--- src/rtl/pwm_deadtime_guard.sv ---
// Complementary high/low-side PWM drive with programmable dead band and a latched fault shutdown.
// Define PWM_GUARD_IRQ_EN to drive irq_o from the fault latch and keep an 8-bit fault counter.

module pwm_deadtime_chan #(
   parameter int DT_W = 8
) (
   input  logic            clk_i,
   input  logic            rst_i,
   input  logic            pwm_i,
   input  logic            en_i,
   input  logic [DT_W-1:0] dead_time_i,
   input  logic            fault_i,
   output logic            h_o,
   output logic            l_o
);
   typedef enum logic [1:0] {IDLE, HIGH, LOW, DEAD} state_e;

   state_e          state_q;
   logic [DT_W-1:0] cnt_q;
   logic            h_q, l_q;

   always_ff @(posedge clk_i or posedge rst_i) begin
      if (rst_i) begin
         state_q <= IDLE;
         cnt_q   <= '0;
         h_q     <= 1'b0;
         l_q     <= 1'b0;
      end else if (!en_i || fault_i) begin
         state_q <= IDLE;
         cnt_q   <= '0;
         h_q     <= 1'b0;
         l_q     <= 1'b0;
      end else begin
         case (state_q)
            IDLE: begin
               state_q <= DEAD;
               cnt_q   <= dead_time_i;
            end
            HIGH: if (!pwm_i) begin
               state_q <= DEAD;
               cnt_q   <= dead_time_i;
               h_q     <= 1'b0;
            end
            LOW: if (pwm_i) begin
               state_q <= DEAD;
               cnt_q   <= dead_time_i;
               l_q     <= 1'b0;
            end
            DEAD: begin
               // A load of 0 still costs one DEAD cycle, so break-before-make holds.
               if (cnt_q <= DT_W'(1)) begin
                  state_q <= pwm_i ? HIGH : LOW;
                  cnt_q   <= '0;
                  h_q     <= pwm_i;
                  l_q     <= !pwm_i;
               end else begin
                  cnt_q <= cnt_q - DT_W'(1);
               end
            end
            default: begin
               state_q <= IDLE;
               cnt_q   <= '0;
               h_q     <= 1'b0;
               l_q     <= 1'b0;
            end
         endcase
      end
   end

   assign h_o = h_q;
   assign l_o = l_q;
endmodule

module pwm_deadtime_guard #(
   parameter int NCH         = 4,
   parameter int DT_W        = 8,
   parameter int SYNC_STAGES = 2
) (
   input  logic            wb_clk_i,
   input  logic            wb_rst_i,
   input  logic [NCH-1:0]  pwm_i,
   input  logic [NCH-1:0]  enable_i,
   input  logic [DT_W-1:0] dead_time_i,
   input  logic            pwm_fault_i,
   input  logic            fault_clr_i,
   output logic [NCH-1:0]  pwm_h_o,
   output logic [NCH-1:0]  pwm_l_o,
   output logic            fault_o,
   output logic            irq_o
);
   logic [SYNC_STAGES-1:0] sync_q;
   logic                   fault_sync;
   logic                   fault_q, fault_d;

   always_ff @(posedge wb_clk_i or posedge wb_rst_i) begin
      if (wb_rst_i) sync_q <= '0;
      else          sync_q <= {sync_q[SYNC_STAGES-2:0], pwm_fault_i};
   end

   assign fault_sync = sync_q[SYNC_STAGES-1];

   // Set dominates clear when both land in the same cycle.
   always_comb begin
      fault_d = fault_q;
      if (fault_sync)       fault_d = 1'b1;
      else if (fault_clr_i) fault_d = 1'b0;
   end

   always_ff @(posedge wb_clk_i or posedge wb_rst_i) begin
      if (wb_rst_i) fault_q <= 1'b0;
      else          fault_q <= fault_d;
   end

   assign fault_o = fault_q;

   for (genvar g = 0; g < NCH; g++) begin : g_ch
      pwm_deadtime_chan #(.DT_W(DT_W)) u_ch (
         .clk_i       (wb_clk_i),
         .rst_i       (wb_rst_i),
         .pwm_i       (pwm_i[g]),
         .en_i        (enable_i[g]),
         .dead_time_i (dead_time_i),
         .fault_i     (fault_q),
         .h_o         (pwm_h_o[g]),
         .l_o         (pwm_l_o[g])
      );
   end

`ifdef PWM_GUARD_IRQ_EN
   logic [7:0] fault_cnt_q, fault_cnt_d;

   always_comb begin
      fault_cnt_d = fault_cnt_q;
      if (fault_d && !fault_q && fault_cnt_q != 8'hFF) fault_cnt_d = fault_cnt_q + 8'd1;
   end

   always_ff @(posedge wb_clk_i or posedge wb_rst_i) begin
      if (wb_rst_i) fault_cnt_q <= '0;
      else          fault_cnt_q <= fault_cnt_d;
   end

   assign irq_o = fault_q;
`else
   assign irq_o = 1'b0;
`endif
endmodule

--- config.mk ---
export PLATFORM = sky130hd
export DESIGN_NAME = pwm_deadtime_guard
export DESIGN_NICKNAME = d
export VERILOG_FILES = /design/src/rtl/pwm_deadtime_guard.sv
export SDC_FILE = /design/constraint.sdc
export NUM_CORES = 1
export LEC_CHECK = 0
export CORE_UTILIZATION = 52
export DETAILED_ROUTE_END_ITERATION = 8
export PLACE_DENSITY = 0.82
export SYNTH_ARGS = -nofsm -noshare
export SYNTH_HDL_FRONTEND = slang
export SYNTH_SLANG_ARGS = --single-unit
--- constraint.sdc ---
create_clock -name wb_clk_i -period 1.95 [get_ports wb_clk_i]
set_input_delay 0.585 -clock wb_clk_i [delete_from_list [all_inputs] [get_ports wb_clk_i]]
set_output_delay 0.585 -clock wb_clk_i [all_outputs]
set_load 0.02 [all_outputs]
[After elaboration in Yosys (flattened, before gate mapping)]
Index checks and enable logic that the tools add are counted.
Widths: inputs -> output; s select.
Word-level totals
  register bits: 51
  output and inout bits: 10
  logic and storage cells: 169
Cells by class
  add/sub/neg operators: 4
  magnitude comparators: 4
  eq/ne operators: 24
  multiplexer cells: 78
  reduce and logical (&&, ||, !) cells: 41
Operator list (number)
  $mux 8: 16
  $pmux 8 s4: 4
  $mux 2: 20
  $reduce_and 3->1: 12
  $le 8x1->1 const B: 4
  $pmux 2 s4: 4
  $sub 8x1->8 const B: 4
  $mux 1: 26
  $ne 3x2->1 const B: 8
  $reduce_bool 3->1: 8
  $eq 2x2->1 const B: 8
  $pmux 1 s2: 8
  $ne 3x1->1 const B: 4
  $eq 2x1->1 const B: 4
  $logic_not 1->1: 8
  $logic_not 2->1: 4
  $reduce_and 2->1: 4
  $logic_or 1x1->1: 4
  $reduce_bool 2->1: 1

[Depth between registers and ports, before layout]
  word-level depth: 4
  gate-level depth with buffers: 7

[By module]
A second synthesis with hierarchy kept.
Second synthesis, totals
  cell total of the unflattened synthesis: 314
  area total of the unflattened synthesis: 3070.4 sq um
Modules (own cells, without submodules)
  pwm_deadtime_chan at g_ch[0].u_ch ...: times used 3, cells each 77, area each 743.2 sq um
  pwm_deadtime_chan at g_ch[3].u_ch: times used 1, cells each 75, area each 739.5 sq um
  pwm_deadtime_guard: times used 1, cells each 8, area each 101.3 sq um

[Worst setup path after synthesis]
OpenSTA, ideal clock, no wires.
  path kind: reg2reg
  start: register g_ch[3].u_ch.cnt_q[4]
  end: register g_ch[3].u_ch.l_q
  library setup time: 0.095 ns
  arrival: 1.729 ns
  setup slack: 0.125 ns
  stages on the path, launching flop included: 6
  path buffers: 1
  path through: dfrtp_1 > or4_4 > or3_1 > buf_2 > mux2i_1 > o31ai_1
Between the ends
  word-level cells in the longest chain between the ends: 3
RTL lines
  start, declared: line 19  | logic [DT_W-1:0] cnt_q;
  start signal, assigned: line 37  | cnt_q <= dead_time_i;
  start signal, assigned: line 41  | cnt_q <= dead_time_i;
  start signal, assigned: line 46  | cnt_q <= dead_time_i;
  $le 8x1->1: line 51  | if (cnt_q <= DT_W'(1)) begin
  $ne 3x1->1 (no source line)
  $reduce_and 3->1 (no source line)
  end signal, assigned: line 55  | l_q <= !pwm_i;
  end, declared: line 20  | logic h_q, l_q;
No other way between the ends.
A chain may end at the register's enable or synchronous reset.

[Worst setup path in the final report]
  start: input pwm_i[2]
  end: register g_ch[2].u_ch.cnt_q[3]
Between the ends
  word-level cells in the longest chain between the ends: 2
RTL lines
  start, declared: line 81  | input logic [NCH-1:0] pwm_i,
  $ne 3x2->1 (no source line)
  $reduce_and 2->1 (no source line) *
  end signal, assigned: line 37
  end signal, assigned: line 41
  end signal, assigned: line 46
  end, declared: line 19
Every way passes the cells marked *; elsewhere a longest branch is shown, timed or not.

==> impl_metrics.yaml <==
run_status:
  status: "finished clean"
pwr:
  power_per_cell_area_nw_per_um2: 598.2
  comb_power_share_pct: 22.3
  intPower_mw: 1.766
  clkPwrFrac_pct: 31.3
  ir_drop_mv: 0.5125
  p_leak_nw: 1.830
  total_power_mw: 2.463
  seq_power_share_pct: 46.4
  p_sw_share_pct: 28.32
  power_switching_uw: 697.5
worst_setup_path:
  start_kind: "primary input"
  cpMaxStageDelayCell: "or3b_2"
  r2r_setup_slack_ns: 0.06
  cp-end-kind: "flip-flop"
  crit_type: "primary input to flip-flop"
  worstPathCellList: "clkdlybuf4s50_1 > or3b_2 > o21ai_0 > a22oi_1 > o22ai_1"
  crit_fanout: 4
  worst_ep_required_time_ns: 2.17
  arrival_ns: 2.13
  cp_slowest_stage_delay_ns: 0.48
final_layout:
  fillers: 486
  n_antenna_cell: 0
  fin_area_um2: 4118
  fin_cells: 514
  area.growth.synth_to_final_pct: 23.77
  postLayoutCoreUtil_pct: 67.94
  nets: 466
  final_layout_size_suffix_gt1_share_pct: 18.22
cts:
  root_buffer: "clkbuf_8"
  cts_sinks: 51
  cts_tree: "done"
  htreeDepth: 2
  post_cts_buffers: 0
  clockBufferDepth: 2
  cts.clk_slew.worst_paths_ns: 0.09
  clock_latency_ns: 0.31
  cts_buffers: 5
timing:
  setup_viol_count_final: 0
  slew_viol_final: 0
  skew_ns: 0.006337
  slew_headroom_pct: 63.38
  rsz0062_at_grt: "false"
  worstMarginPinSlew_ns: 0.5436
  period_share_pct: 97.73
  layout_setup_ws_ns: 0.04419
  fmax_mhz: 524.7
  hold_violations: 0
  layout_min_cycle_time_ns: 1.906
placement:
  dp_cells: 506
  port_buffers: 28
  dpl-instance-area_um2: 3978
  dp_hpwl_um: 6410
  place.gp.congestion: 0.9428
  place_ws_ns: -0.1873
run:
  cap_violations: 0
global_routing:
  grt_pass1_wl_um: 14240
  gr-total-overflow: 0
  grt_max_degree: 41
  grt_antenna_before_repair: 0
  first_global_vias: 3005
  grt_usage_pct: 28.00
die:
  chipWidth_um: 81.99
  placementRows: 28
  die-area_um2: 6722
  ios: 30
  core_area_um2: 6061
  initial_core_util_pct: 54.89
  die_y_um: 81.99
drt:
  num_vias: 3271
  wl_met2_um: 4362
  drt_iter0_markers: 298
  dr_wl_met3_um: 506
  vias_per_cell: 6.364
  antenna_left: 0
  highest_layer: "met4"
  wl_per_cell_um: 17.23
  drcViolationCount: 0
  wirelength_um: 8856
  first_pass_iters: 5
  m1WireLength_um: 3731
min_path:
  hold_path.class: "flip-flop to flip-flop"
logic_synthesis:
  seq_area_frac_synth_pct: 38.36
  synthArstFlopShare_pct: 100.0
  ys_ff_latch: 51
  yosysUniqueCellTypes: 63
  syn_nets: 402
  syn-cell-area_um2: 3327
  yosys_warnings: 0
  yosys_most_used_dff: "dfrtp_1"
  syn_inst: 374
  synth_edf_count: 0
  avgSynthCellArea_um2: 8.896
[layout by cell type, fill, tap and decap left out, drive strengths merged, types with 9 or more instances in the layout]
cell,netlist,routed
dfrtp,51,51
buf,12,51
nand2,30,30
clkdlybuf4s50,0,26
a21oi,23,23
nor2,21,21
inv,19,19
o21ai,17,17
a22oi,14,14
nor2b,13,13
nand3,13,13
nor3,11,11
mux2i,9,9
a31oi,9,9
o22ai,9,9
o2bb2ai,9,9
[Yosys cell counts, drive strengths merged, types with 3 or more instances]
cell	instances	share of area (%)
nor3	11	1.7
xor2	4	1.1
or3b	3	0.79
o21ai	17	2.6
nand3	13	2.0
o2bb2ai	9	2.4
mux2i	9	2.7
o31ai	6	1.4
nand2	30	3.4
a311oi	3	0.79
nor3b	6	1.4
a21oi	23	3.5
or4	4	1.1
dfrtp	51	38
inv	19	2.1
o41ai	3	0.79
clkbuf	10	1.1
nand2b	7	1.3
o22a	3	0.79
nor4	5	1.1
o21a	4	0.90
nor2b	13	2.4
buf	12	2.4
a22oi	14	3.3
o22ai	9	1.7
ha	8	3.0
and2	4	0.75
or2	3	0.56
a31oi	9	1.7
nor2	21	2.4
or3	4	0.75
[cell type report]
class | count | area [um^2] | area share, %
flip-flops and latches | 51 | 1276 | 30.99
repair buffers | 79 | 676.9 | 16.44
inverters | 19 | 71.32 | 1.732
multi-input cells | 282 | 1882 | 45.70
clock buffers | 6 | 82.58 | 2.005
well taps | 75 | 93.84 | 2.279
clock inverters | 2 | 35.03 | 0.8508
[routing by layer]
metal | vias up | track usage [%]
met1 | 1571 | 36.41
met3 | 26 | 3.778
met5 | - | 0
li1 | 1533 | -
met2 | 141 | 46.61
met4 | 0 | 11.40
[worst paths after layout]
path / start / end / cells past startpoint
setup reg to reg: g_ch[3].u_ch.cnt_q[3]$_DFFE_PP0P_ / g_ch[3].u_ch.cnt_q[1]$_DFFE_PP0P_ / 4
max in group asynchronous: wb_rst_i / g_ch[2].u_ch.cnt_q[5]$_DFFE_PP0P_ / 3
hold reg to reg: sync_q[0]$_DFF_PP0_ / sync_q[1]$_DFF_PP0_ / 0
min in group asynchronous: wb_rst_i / g_ch[0].u_ch.h_o$_DFFE_PP0P_ / 2
setup / recovery: pwm_i[2] / g_ch[2].u_ch.cnt_q[3]$_DFFE_PP0P_ / 5
hold / removal: sync_q[0]$_DFF_PP0_ / sync_q[1]$_DFF_PP0_ / 0
[worst max-delay path: cells and delay by family]
family,cells,cell delay (ns)
simple gates,1,0.48
buf+inv,1,0.45
compound gates,3,0.61
[sequential cells by signal, summed over array words and instances (netlist names)]
| signal | count |
|---|---|
| g_ch.u_ch.state_q | 8 |
| g_ch.u_ch.h_o | 4 |
| g_ch.u_ch.l_o | 4 |
| fault_o | 1 |
| sync_q | 2 |
| g_ch.u_ch.cnt_q | 32 |
[repair_timing]
action / 4_1_cts / 5_1_grt
setup endpoints to repair: 1 / 13
resized for setup: 1 / 5
hold buffers: 0 / 0
[cells by family (layout without fill, tap and decap cells)]
kind of cell	Yosys count	in the layout	synth area share, %
compound gates	122	122	25.87
other cells	1	1	0.1127
simple gates	134	134	21.96
xor+xnor	6	6	1.580
flops	51	51	38.36
fa+ha+maj	8	8	3.009
buf+inv	41	106	5.716
mux	11	11	3.385
[through the flow]
step                      setup TNS, ns  hold WS, ns
after floorplan                       0       0.3312
after global placement           -1.550       0.3426
after detailed placement         -2.470       0.3498
after CTS                             0       0.3724
after global routing                  0       0.3858
final                                 0       0.3670
[power groups by stage]
stage | clock network, mW | registers, mW | logic, mW
final | 0.770 | 1.14 | 0.549
after global routing | 0.829 | 1.15 | 0.597
after global placement | 0 | 1.16 | 0.510
after detailed placement | 0 | 1.16 | 0.525
after CTS | 0.783 | 1.14 | 0.529
after floorplan | 0 | 1.15 | 0.322
Note: power is estimated with default switching activity, not from simulation.
